<file path="src/rtl/free_list_if.sv">
// Rename-side and retire-side signals of the physical register free list.
// dup_err exists only when FREE_LIST_DUP_CHECK_EN is defined.
interface free_list_if #(
  parameter int PREG_COUNT = 64
);
  localparam int IDX_W = $clog2(PREG_COUNT);
  localparam int PTR_W = IDX_W + 1;

  // alloc_req_* are level requests with zero-cycle grants: the granted
  // registers are valid in the same cycle, and they are consumed at the next
  // rising edge only when alloc_stall is low. rel_valid_* each mark one
  // release, which is taken at that edge or dropped (no backpressure).
  logic             alloc_req_0;
  logic             alloc_req_1;
  logic [IDX_W-1:0] alloc_preg_0;
  logic [IDX_W-1:0] alloc_preg_1;
  logic             alloc_stall;
  logic             rel_valid_0;
  logic [IDX_W-1:0] rel_preg_0;
  logic             rel_valid_1;
  logic [IDX_W-1:0] rel_preg_1;
  logic [PTR_W-1:0] free_count;
  logic             overflow_err;
`ifdef FREE_LIST_DUP_CHECK_EN
  logic             dup_err;
`endif

  modport master (
    output alloc_req_0, alloc_req_1, rel_valid_0, rel_preg_0, rel_valid_1, rel_preg_1,
    input  alloc_preg_0, alloc_preg_1, alloc_stall, free_count, overflow_err
`ifdef FREE_LIST_DUP_CHECK_EN
    , input dup_err
`endif
  );

  modport slave (
    input  alloc_req_0, alloc_req_1, rel_valid_0, rel_preg_0, rel_valid_1, rel_preg_1,
    output alloc_preg_0, alloc_preg_1, alloc_stall, free_count, overflow_err
`ifdef FREE_LIST_DUP_CHECK_EN
    , output dup_err
`endif
  );
endinterface

</file>
<file path="src/rtl/free_list.sv">
// Circular-FIFO free list of physical registers: two grant ports, two release ports.
// Optional FREE_LIST_DUP_CHECK_EN adds an in-list bitmap that rejects duplicate releases.
module free_list #(
  parameter int PREG_COUNT = 64,
  parameter int ARCH_COUNT = 32
) (
  input  logic        clk,
  input  logic        rst,
  free_list_if.slave  fl
);
  localparam int IDX_W = $clog2(PREG_COUNT);
  localparam int PTR_W = IDX_W + 1;

  logic [IDX_W-1:0] mem_q [PREG_COUNT];
  logic [IDX_W-1:0] mem_d [PREG_COUNT];
  logic [PTR_W-1:0] head_q, head_d;
  logic [PTR_W-1:0] tail_q, tail_d;
  logic [PTR_W-1:0] free_count_q, free_count_d;
  logic             overflow_err_q, overflow_err_d;

  logic [1:0]       req_cnt;
  logic [1:0]       pop_cnt;
  logic             stall;
  logic [IDX_W-1:0] head_idx, head_idx_1, tail_idx, tail_idx_1;
  logic [PTR_W-1:0] room;
  logic             dup0, dup1;
  logic             cand0, cand1, acc0, acc1;
  logic             full_drop;

  assign head_idx   = head_q[IDX_W-1:0];
  assign head_idx_1 = head_idx + 1'b1;
  assign tail_idx   = tail_q[IDX_W-1:0];
  assign tail_idx_1 = tail_idx + 1'b1;

  // All-or-nothing grant: a request larger than the occupancy pops nothing.
  always_comb begin
    req_cnt = 2'd0;
    if (fl.alloc_req_0) req_cnt = fl.alloc_req_1 ? 2'd2 : 2'd1;
  end

  assign stall   = {{(PTR_W-2){1'b0}}, req_cnt} > free_count_q;
  assign pop_cnt = stall ? 2'd0 : req_cnt;

  assign fl.alloc_preg_0 = mem_q[head_idx];
  assign fl.alloc_preg_1 = mem_q[head_idx_1];
  assign fl.alloc_stall  = stall;
  assign fl.free_count   = free_count_q;
  assign fl.overflow_err = overflow_err_q;

`ifdef FREE_LIST_DUP_CHECK_EN
  logic [PREG_COUNT-1:0] in_list_q, in_list_d;
  logic                  dup_err_q, dup_err_d;
  logic                  dup_hit;

  assign dup0 = in_list_q[fl.rel_preg_0];
  assign dup1 = in_list_q[fl.rel_preg_1] ||
                (fl.rel_valid_0 && (fl.rel_preg_1 == fl.rel_preg_0));
  assign dup_hit = (fl.rel_valid_0 && (fl.rel_preg_0 != '0) && dup0) ||
                   (fl.rel_valid_1 && (fl.rel_preg_1 != '0) && dup1);
  assign fl.dup_err = dup_err_q;

  // Pops clear first so a release can only mark a register that is truly out.
  always_comb begin
    in_list_d = in_list_q;
    if (pop_cnt != 2'd0) in_list_d[mem_q[head_idx]] = 1'b0;
    if (pop_cnt == 2'd2) in_list_d[mem_q[head_idx_1]] = 1'b0;
    if (acc0) in_list_d[fl.rel_preg_0] = 1'b1;
    if (acc1) in_list_d[fl.rel_preg_1] = 1'b1;
    dup_err_d = dup_err_q | dup_hit;
  end

  always_ff @(posedge clk or posedge rst) begin
    if (rst) begin
      for (int i = 0; i < PREG_COUNT; i++) in_list_q[i] <= (i >= ARCH_COUNT);
      dup_err_q <= 1'b0;
    end else begin
      in_list_q <= in_list_d;
      dup_err_q <= dup_err_d;
    end
  end
`else
  assign dup0 = 1'b0;
  assign dup1 = 1'b0;
`endif

  // Fullness is judged on pre-pop occupancy, so a same-cycle pop never frees
  // room for a release.
  always_comb begin
    room      = PTR_W'(PREG_COUNT) - free_count_q;
    cand0     = fl.rel_valid_0 && (fl.rel_preg_0 != '0) && !dup0;
    cand1     = fl.rel_valid_1 && (fl.rel_preg_1 != '0) && !dup1;
    acc0      = cand0 && (room != '0);
    acc1      = cand1 && (room > {{(PTR_W-1){1'b0}}, acc0});
    full_drop = (cand0 && !acc0) || (cand1 && !acc1);
  end

  always_comb begin
    mem_d = mem_q;
    if (acc0) mem_d[tail_idx] = fl.rel_preg_0;
    if (acc1) mem_d[acc0 ? tail_idx_1 : tail_idx] = fl.rel_preg_1;
    head_d         = head_q + {{(PTR_W-2){1'b0}}, pop_cnt};
    tail_d         = tail_q + {{(PTR_W-1){1'b0}}, acc0} + {{(PTR_W-1){1'b0}}, acc1};
    free_count_d   = free_count_q + {{(PTR_W-1){1'b0}}, acc0} +
                     {{(PTR_W-1){1'b0}}, acc1} - {{(PTR_W-2){1'b0}}, pop_cnt};
    overflow_err_d = overflow_err_q | full_drop;
  end

  // Registers p(ARCH_COUNT).. are free at reset; lower ones hold architectural state.
  always_ff @(posedge clk or posedge rst) begin
    if (rst) begin
      for (int i = 0; i < PREG_COUNT; i++)
        mem_q[i] <= (i < PREG_COUNT - ARCH_COUNT) ? IDX_W'(ARCH_COUNT + i) : '0;
      head_q         <= '0;
      tail_q         <= PTR_W'(PREG_COUNT - ARCH_COUNT);
      free_count_q   <= PTR_W'(PREG_COUNT - ARCH_COUNT);
      overflow_err_q <= 1'b0;
    end else begin
      mem_q          <= mem_d;
      head_q         <= head_d;
      tail_q         <= tail_d;
      free_count_q   <= free_count_d;
      overflow_err_q <= overflow_err_d;
    end
  end
endmodule
</file>
<file path="src/flat_wrapper.sv">
// flat-port wrapper written by rule: the top's interface ports become plain ports
module free_list_flat 
#(
  parameter int PREG_COUNT = 64,
  parameter int ARCH_COUNT = 32
)
  (clk, rst, fl_alloc_req_0, fl_alloc_req_1, fl_rel_valid_0, fl_rel_preg_0, fl_rel_valid_1, fl_rel_preg_1, fl_alloc_preg_0, fl_alloc_preg_1, fl_alloc_stall, fl_free_count, fl_overflow_err);
  free_list_if #(.PREG_COUNT(PREG_COUNT)) fl_i ();
  input  logic clk;
  input  logic rst;
  input wire logic [$bits(fl_i.alloc_req_0)-1:0] fl_alloc_req_0;
  input wire logic [$bits(fl_i.alloc_req_1)-1:0] fl_alloc_req_1;
  input wire logic [$bits(fl_i.rel_valid_0)-1:0] fl_rel_valid_0;
  input wire logic [$bits(fl_i.rel_preg_0)-1:0] fl_rel_preg_0;
  input wire logic [$bits(fl_i.rel_valid_1)-1:0] fl_rel_valid_1;
  input wire logic [$bits(fl_i.rel_preg_1)-1:0] fl_rel_preg_1;
  output wire logic [$bits(fl_i.alloc_preg_0)-1:0] fl_alloc_preg_0;
  output wire logic [$bits(fl_i.alloc_preg_1)-1:0] fl_alloc_preg_1;
  output wire logic [$bits(fl_i.alloc_stall)-1:0] fl_alloc_stall;
  output wire logic [$bits(fl_i.free_count)-1:0] fl_free_count;
  output wire logic [$bits(fl_i.overflow_err)-1:0] fl_overflow_err;
  assign fl_i.alloc_req_0 = fl_alloc_req_0;
  assign fl_i.alloc_req_1 = fl_alloc_req_1;
  assign fl_i.rel_valid_0 = fl_rel_valid_0;
  assign fl_i.rel_preg_0 = fl_rel_preg_0;
  assign fl_i.rel_valid_1 = fl_rel_valid_1;
  assign fl_i.rel_preg_1 = fl_rel_preg_1;
  assign fl_alloc_preg_0 = fl_i.alloc_preg_0;
  assign fl_alloc_preg_1 = fl_i.alloc_preg_1;
  assign fl_alloc_stall = fl_i.alloc_stall;
  assign fl_free_count = fl_i.free_count;
  assign fl_overflow_err = fl_i.overflow_err;
  free_list #(.PREG_COUNT(PREG_COUNT), .ARCH_COUNT(ARCH_COUNT)) u_core (.clk(clk), .rst(rst), .fl(fl_i));
endmodule
</file>
<file path="config.mk">
export PLATFORM = sky130hd
export DESIGN_NAME = free_list_flat
export DESIGN_NICKNAME = d
export VERILOG_FILES = /design/src/rtl/free_list_if.sv /design/src/rtl/free_list.sv /design/src/flat_wrapper.sv
export SDC_FILE = /design/constraint.sdc
export NUM_CORES = 1
export LEC_CHECK = 0
export CORE_ASPECT_RATIO = 1.25
export CORE_MARGIN = 2
export CORE_UTILIZATION = 25
export DETAILED_ROUTE_END_ITERATION = 16
export HOLD_SLACK_MARGIN = 0.08
export MAX_ROUTING_LAYER = met4
export PLACE_DENSITY = 0.39
export REMOVE_ABC_BUFFERS = 1
export SLEW_MARGIN = 30
export SYNTH_ARGS = -nofsm -noshare
export SYNTH_HDL_FRONTEND = slang
export SYNTH_SLANG_ARGS = --single-unit
</file>
<file path="constraint.sdc">
create_clock -name clk -period 15 [get_ports clk]
set_input_delay 4.5 -clock clk [delete_from_list [all_inputs] [get_ports clk]]
set_output_delay 4.5 -clock clk [all_outputs]
set_load 0.01 [all_outputs]
</file>
# Word-level counts from Yosys, hierarchy flattened
# Index checks and enable logic that the tools add are counted.
[classes] bitwise=5 reduce_logical=14 n_addsub=9 order_cmp=8 mux=18
[ops] operator="$bwmux 384" n=2
[ops] operator="$mux 384" n=2
[ops] operator="$bmux 6 s6" n=2
[ops] operator="$demux 6 s6" n=2
[ops] operator="$mux 6" n=7
[ops] operator="$add 7x1->7" n=4
[ops] operator="$ge 7x7->1 const B" n=4
[ops] operator="$not 6->7" n=4
[ops] operator="$lt 7x1->1 const B" n=2
[ops] operator="$add 6x1->6 const B" n=2
[ops] operator="$reduce_bool 6->1" n=2
[ops] operator="$logic_and 1x1->1" n=8
[ops] operator="$add 7x2->7" n=1
[ops] operator="$gt 2x7->1" n=1
[ops] operator="$gt 7x1->1" n=1
[ops] operator="$reduce_bool 7->1" n=1
[ops] operator="$sub 7x2->7" n=1
[ops] operator="$sub 7x7->7 const A" n=1
[ops] operator="$mux 2" n=3
[ops] operator="$logic_not 1->1" n=2
[ops] operator="$logic_or 1x1->1" n=1
[ops] operator="$or 1x1->1" n=1
[totals] elab_cells=122 register_bits=406 input_bits=18 out_inout_bits=21

# Depth between registers and ports, before layout
# Gate-level depths: netlist (run 1).
[logic_depth] word_depth=11 ltp_mapped=22 ltp_nobuf=19

# Least setup slack after synthesis (run 1)
# No wires, ideal clock.
[synth_path] path_type="input port to output port" start="input port fl_alloc_req_0" end="output port fl_alloc_stall" required_ps=10500 slack_ps=4964 path_buffers=0 stages=4 t_arrival_ps=5536 path_cell_list="and2_1 > ha_1 > a21oi_1 > nor4_1"
[synth_between] elab_chain_cells=2
[synth_lines] item="start: declaration" line="flat_wrapper.sv:11" rtl="input wire logic [$bits(fl_i.alloc_req_0)-1:0] fl_alloc_req_0;"
[synth_lines] item="$mux 2" line="free_list.sv:38" rtl="if (fl.alloc_req_0) req_cnt = fl.alloc_req_1 ? 2'd2 : 2'd1;"
[synth_lines] item="$gt 2x7->1" line="free_list.sv:41" rtl="assign stall = {{(PTR_W-2){1'b0}}, req_cnt} > free_count_q;"
[synth_lines] item="end: declaration" line="flat_wrapper.sv:19" rtl="output wire logic [$bits(fl_i.alloc_stall)-1:0] fl_alloc_stall;"
# Every way passes these cells.

# Final worst setup path (run 1)
# Same ends and word-level chain as after synthesis.

==> results of run 1 <==
==> cells in the final DEF (no fill, tap or decap), drive strengths merged, types with 19 or more instances in the layout <==
cell / count
mux2: 624
dfrtp: 290
mux4: 252
dfstp: 114
clkbuf: 81
a21oi: 78
nor4: 77
mux2i: 73
nor3: 66
buf: 60
nor2: 39
nand3: 30
nand2: 27
inv: 27
clkdlybuf4s50: 26
ha: 20
or3: 19
==> stage by stage <==
stage / hold WS (ps) / power (mW) / instance area, sq um / setup slack [ps] / cells
4_1_cts: 520 / 8.07 / 31300 / 3980 / 3466
3_3_place_gp: 518 / 6.76 / 29800 / 3980 / 3376
6_report: 514 / 8.00 / 31400 / 3960 / 3468
2_1_floorplan: 517 / 5.19 / 27100 / -549 / 1833
3_5_place_dp: 506 / 6.84 / 29800 / 3950 / 3378
5_1_grt: 557 / 8.37 / 31400 / 3810 / 3467
==> kinds of logic after synthesis <==
group | count (synthesis)
XOR/XNOR | 21
AO/OA/AOI/OAI | 104
flip-flops | 404
adder cells (fa/ha/maj) | 24
buffers and inverters | 246
AND/OR/NAND/NOR | 304
multiplexers | 949
==> flip-flops by register name (all words and copies together) (netlist names) <==
register and cells:
u_core.fl.overflow_err 1, u_core.mem_q 384, u_core.tail_q 6, u_core.fl.free_count 7, u_core.head_q 6
==> final cells by class <==
| class | count | area [sq um] |
|---|---|---|
| diodes | 2 | 5.00 |
| fillers | 11300 | 80100 |
| multi-input cells | 1402 | 16900 |
| repair buffers | 86 | 738 |
| clock inverters | 7 | 62.6 |
| well taps | 1459 | 1830 |
| flip-flops and latches | 404 | 10300 |
| clock buffers | 81 | 1460 |
| inverters | 27 | 109 |
==> how the worst max path moves through the flow <==
| stage | depth (start not counted) | to | from | slack (ps) |
|---|---|---|---|---|
| 2_1_floorplan | 1 | u_core.fl.free_count[0] | rst | -550 |
| 5_1_grt | 6 | fl_alloc_stall | fl_alloc_req_0 | 3810 |
| 4_1_cts | 6 | fl_alloc_stall | fl_alloc_req_0 | 3980 |
| 3_3_place_gp | 6 | fl_alloc_stall | fl_alloc_req_0 | 3980 |
| 6_report | 6 | fl_alloc_stall | fl_alloc_req_0 | 3960 |
| 3_5_place_dp | 6 | fl_alloc_stall | fl_alloc_req_0 | 3950 |
==> routing by layer <==
metal  routed length (um)  up-vias
li1                     -     7824
met1                45700    10200
met2                53800      493
met3                 4140      133
met4                 3120        0
met5                    0        -
==> cells in the mapped netlist, types with 5 or more instances <==
cell type and number:
nor2_1 38, xor2_1 10, mux2_1 164, and2_1 5, nor3_4 36, ha_1 20
mux4_2 252, mux2_2 460, nand2b_1 15, dfrtp_1 290, a21oi_1 76, clkbuf_1 147
nor3_1 12, inv_1 25, or3_1 19, buf_4 9, buf_1 39, mux2i_1 73
nand3_1 28, nand4_1 5, nor2b_1 5, nor3_2 18, dfstp_2 114, buf_6 5
nor4_1 75, buf_2 19, nand2_1 27, xnor2_1 11
==> power groups by stage <==
stage                     clock, mW  sequential [mW]  combinational, mW
final                          1.19             2.22               4.59
after global routing           1.27             2.29               4.81
after CTS                      1.23             2.21               4.63
after detailed placement          0             2.23               4.61
after global placement            0             2.20               4.56
after floorplan                   0             2.14               3.05
==> critical path, delay by kind of cell <==
family	cells	cell delay (ps)
buffers and inverters	2	1040
adders and majority gates	1	300
AOI/OAI and AO/OA	1	70
and+or+nand+nor	2	630
==> flow_summary.yaml, run 1 <==
worst_setup_path:
  cp_slowest_cell: "clkdlybuf4s50_1"
  arrival_ps: 6540
  r2r_cells: 13
  required_ps: 10500
  end_kind: "output pin"
  cpPeakStageDelay_ps: 630
  r2r-start: "u_core.fl.free_count[5]"
  crit_top_cell: "clkdlybuf4s50_1"
  reg2reg_slack_ps: 10180
  worstSetupStartpointType: "primary input"
  crit_chain: "clkdlybuf4s50_1 > and2_1 > ha_1 > a21oi_1 > nor4_1 > clkdlybuf4s50_1"
  critPathMaxFanout: 3
  critPathKind: "in2out"
  r2r_end: "u_core.mem_q[18]"
timing:
  fmax_ghz: 0.0906
  post-route-period-util_pct: 73.6
  fin_tns_setup_ps: 0
  final.setup_skew_ps: 15.6
  slew-limit-headroom_pct: 30.1
  worst_pin_slew_ps: 1050
  min_period_ps: 11040
  slew_viol_final: 0
  hold_viol: 0
  setup_viol_count_final: 0
  rsz0062_at_grt: "false"
worst_hold_path:
  hp-class: "reg2reg"
  hold_end: "u_core.fl.overflow_err"
  min-delay-start: "u_core.fl.overflow_err"
  hold_depth: 1
global_routing:
  grtUsageMet1_pct: 24.0
  grt_max_degree: 110
  grt_pass1_wl_um: 155000
  grt_pass1_vias: 19500
  grt_usage_pct: 19.2
  grt_use_met2_pct: 32.5
  antenna_found_initial: 1
  grt_overflow_total: 0
  busiest_layer: "met2"
  grtUsageMet3_pct: 2.26
layout:
  final_layout_size_suffix_gt1_share_pct: 52.0
  fin_nets: 2011
  area_growth_pct: 11.8
  utilization_pct: 28.1
logic_synthesis:
  synth_area_leader_cell: "dfrtp_1"
  syn_avg_cell_area_sq_um: 13.7
  async_reset_ff_share_pct: 100
  synth_top_flop_cell: "dfrtp_1"
  ys_top_cells_by_area: "dfrtp_1 26%, mux4_2 20%, mux2_2 18%"
  synth_edf_count: 0
  muxShareOfSynthArea_pct: 47.9
  yosysTopAreaCellShare_pct: 25.9
  yosys.area_share.simple_pct: 7.69
  syn-cell-area_sq_um: 28100
  syn_inst: 2052
  synth_xor_area_share_pct: 0.655
  ys_seq_area_share_pct: 36.5
  synth_top_family_by_area: "multiplexers"
  synth_compound_area_share_pct: 2.43
  ys_ff_latch: 404
  ys.warnings.count: 0
  synth_adder_area_share_pct: 1.18
  synth.distinct_cells: 60
pwr:
  p_int_mw: 4.60
  combPwrFrac_pct: 57.4
  power.density_nw_per_um2: 255
  seqPwrFrac_pct: 27.8
  switching_share_pct: 42.5
  vdd_drop_max_mv: 0.145
  p_clk_share_pct: 14.9
  p_leak_nw: 12.4
  switching_power_mw: 3.40
routing:
  drc: 0
  ant_nets: 0
  vias_per_cell: 5.38
  finalWirelength_um: 107000
  drt_iter0_drc: 1259
  drt-pass1-iter-count: 5
  wire_per_inst_um: 30.8
  vias: 18700
clocking:
  clock_latency_ps: 610
  cts_setup_buffers: 0
  clk_pin_slew_ps: 60
  cts-resized-gates: 0
  clock_tree.buffer_depth: 3
  cts_tree: "built"
  clkSinkCount: 404
  cts_hold_buf: 0
  cts_made_buffers: 48
  cts_max_level: 2
  cts_root_buffer: "clkbuf_16"
die:
  dieArea_sq_um: 115000
  start_util_pct: 25.2
  fp.dieH_um: 379
  die_x_um: 304
  io_pins: 39
  core_sq_um: 111000
  rows: 137
job:
  drv_cap: 0
placed_design:
  port_buffers: 38
  dp_hpwl_um: 70800
  place.gp.congestion: 0.838
run_status:
  outcome: "complete, no violations"
Note: power is estimated with default switching activity, not from simulation.
==> run 2, diff against run 1 <==
==> constraint.sdc (replaced) <==
create_clock -name clk -period 9.83 [get_ports clk]
set_input_delay 2.949 -clock clk [delete_from_list [all_inputs] [get_ports clk]]
set_output_delay 2.949 -clock clk [all_outputs]
set_load 0.01 [all_outputs]
==> flow_summary.yaml, run 2 (same netlist as run 1, synthesis figures left out) <==
run_status:
  outcome: "complete, no violations"
timing:
  min_period_ps: 7970
  worst_pin_slew_ps: 981
  post-route-period-util_pct: 81.1
  hold_viol: 0
  rsz0062_at_grt: "false"
  fin_tns_setup_ps: 0
  final.setup_skew_ps: 13.7
  slew-limit-headroom_pct: 34.5
  fmax_ghz: 0.125
  setup_viol_count_final: 0
  slew_viol_final: 0
clocking:
  clkSinkCount: 404
  cts-resized-gates: 0
  cts_hold_buf: 0
  clk_pin_slew_ps: 60
  clock_latency_ps: 610
  cts_max_level: 2
  clock_tree.buffer_depth: 3
  cts_made_buffers: 47
  cts_root_buffer: "clkbuf_16"
  cts_tree: "built"
  cts_setup_buffers: 0
placed_design:
  dp_cells: 3379
  place_area_sq_um: 29800
  place.gp.congestion: 0.853
  dp_hpwl_um: 71700
  port_buffers: 38
die:
  rows: 137
  io_pins: 39
  core_sq_um: 111000
  start_util_pct: 25.2
  dieArea_sq_um: 115000
  die_x_um: 304
  fp.dieH_um: 379
routing:
  ant_nets: 0
  drc: 0
  vias: 18800
  vias_per_cell: 5.42
  wire_per_inst_um: 31.0
  drt_iter0_drc: 1461
  drt-pass1-iter-count: 5
  finalWirelength_um: 107000
global_routing:
  grt_max_degree: 139
  grt_usage_pct: 19.2
  antenna_found_initial: 5
  grt_pass1_vias: 19100
  grt_overflow_total: 0
  grt_pass1_wl_um: 155000
worst_setup_path:
  worstSetupStartpointType: "register"
  r2r-start: "u_core.fl.free_count[5]"
  critPathKind: "reg2out"
  critPathTopFamily: "buffers and inverters"
  crit_path_start: "u_core.head_q[0]"
  crit_top_cell: "mux4_2"
  crit_buf_inv: 3
  critPathMaxFanout: 47
  crit_chain: "buf_4 > buf_4 > mux4_2 > mux4_2 > mux4_2 > clkdlybuf4s50_1"
  cp_slowest_cell: "buf_4"
  arrival_ps: 5020
  required_ps: 6880
  end_kind: "output pin"
  cpPeakStageDelay_ps: 740
pwr:
  vdd_drop_max_mv: 0.203
  p_leak_nw: 12.4
  fin_total_pwr_mw: 12.2
  power.density_nw_per_um2: 389
job:
  drv_cap: 0
layout:
  final_cell_mix: "460 x mux2_2, 287 x dfrtp_1, 252 x mux4_2"
  seqCellArea_sq_um: 10300
  area_growth_pct: 11.6
  multi_input_area_sq_um: 16900
  final_cells: 3470
  final_common_cell: "mux2_2"
  final_layout_size_suffix_gt1_share_pct: 52.1
  largest_reg_flops: 384
  largest_register: "u_core.mem_q"
  utilization_pct: 28.1
  layout.filler_cells: 11300
  stdcell_area_sq_um: 31300
  fin_nets: 2012
worst_hold_path:
  min-delay-start: "u_core.fl.overflow_err"
  hp-class: "reg2reg"
## run 2: cell count changes in the layout (fill, tap and decap cells not counted), moves of 2 or more
| cell | before | now |
|---|---|---|
| clkbuf_16 | 49 | 47 |
| buf_4 | 45 | 47 |
| clkbuf_1 | 21 | 19 |
| inv_6 | 0 | 3 |
| diode_2 | 2 | 4 |
## run 2: final timing paths
path	slack [ps]	cells after the start	endpoint
worst max-delay path	1860	6	fl_alloc_preg_1[3]
worst min-delay path	540	1	u_core.fl.overflow_err
worst max register to register	5160	13	u_core.mem_q[133]
worst min register to register	540	1	u_core.fl.overflow_err
max in group asynchronous	5650	3	u_core.mem_q[177]
min in group asynchronous	2840	2	u_core.mem_q[205]
## run 2: cell type report
type                            instances  share of cell area (%)
Clock buffer                           78                    4.51
Clock inverter                          8                   0.172
Timing Repair Buffer                   88                    2.44
Sequential cell                       404                    32.8
Tap cell                             1459                    5.83
Antenna cell                            4                  0.0320
Multi-Input combinational cell       1402                    53.9
Inverter                               27                   0.363
## run 2: per-layer routing
metal  wire [um]  share of wire [%]  vias up  global-route usage (%)
met3        4000                3.7      140                    1.82
met4        3310                3.1        0                    5.58
met2       53600                 50      575                    32.2
li1            -                  -     7843                       -
met1       46500                 43    10300                    24.8
met5           0                  0        -                       -
## run 2: through the flow
stage	hold WS (ps)	setup WS, ps
finish	535	1860
global route	545	1660
global placement	524	1870
detailed placement	515	1880
floorplan	517	-4170
CTS	529	1760
## run 2: report_power, final
| part | internal [mW] | total (mW) | switching [mW] | leakage, nW |
|---|---|---|---|---|
| registers | 2.59 | 3.39 | 0.801 | 4.81 |
| clock network | 0.977 | 1.76 | 0.787 | 0.717 |
| logic | 3.40 | 7.03 | 3.63 | 6.84 |
| total | 6.97 | 12.2 | 5.22 | 12.4 |
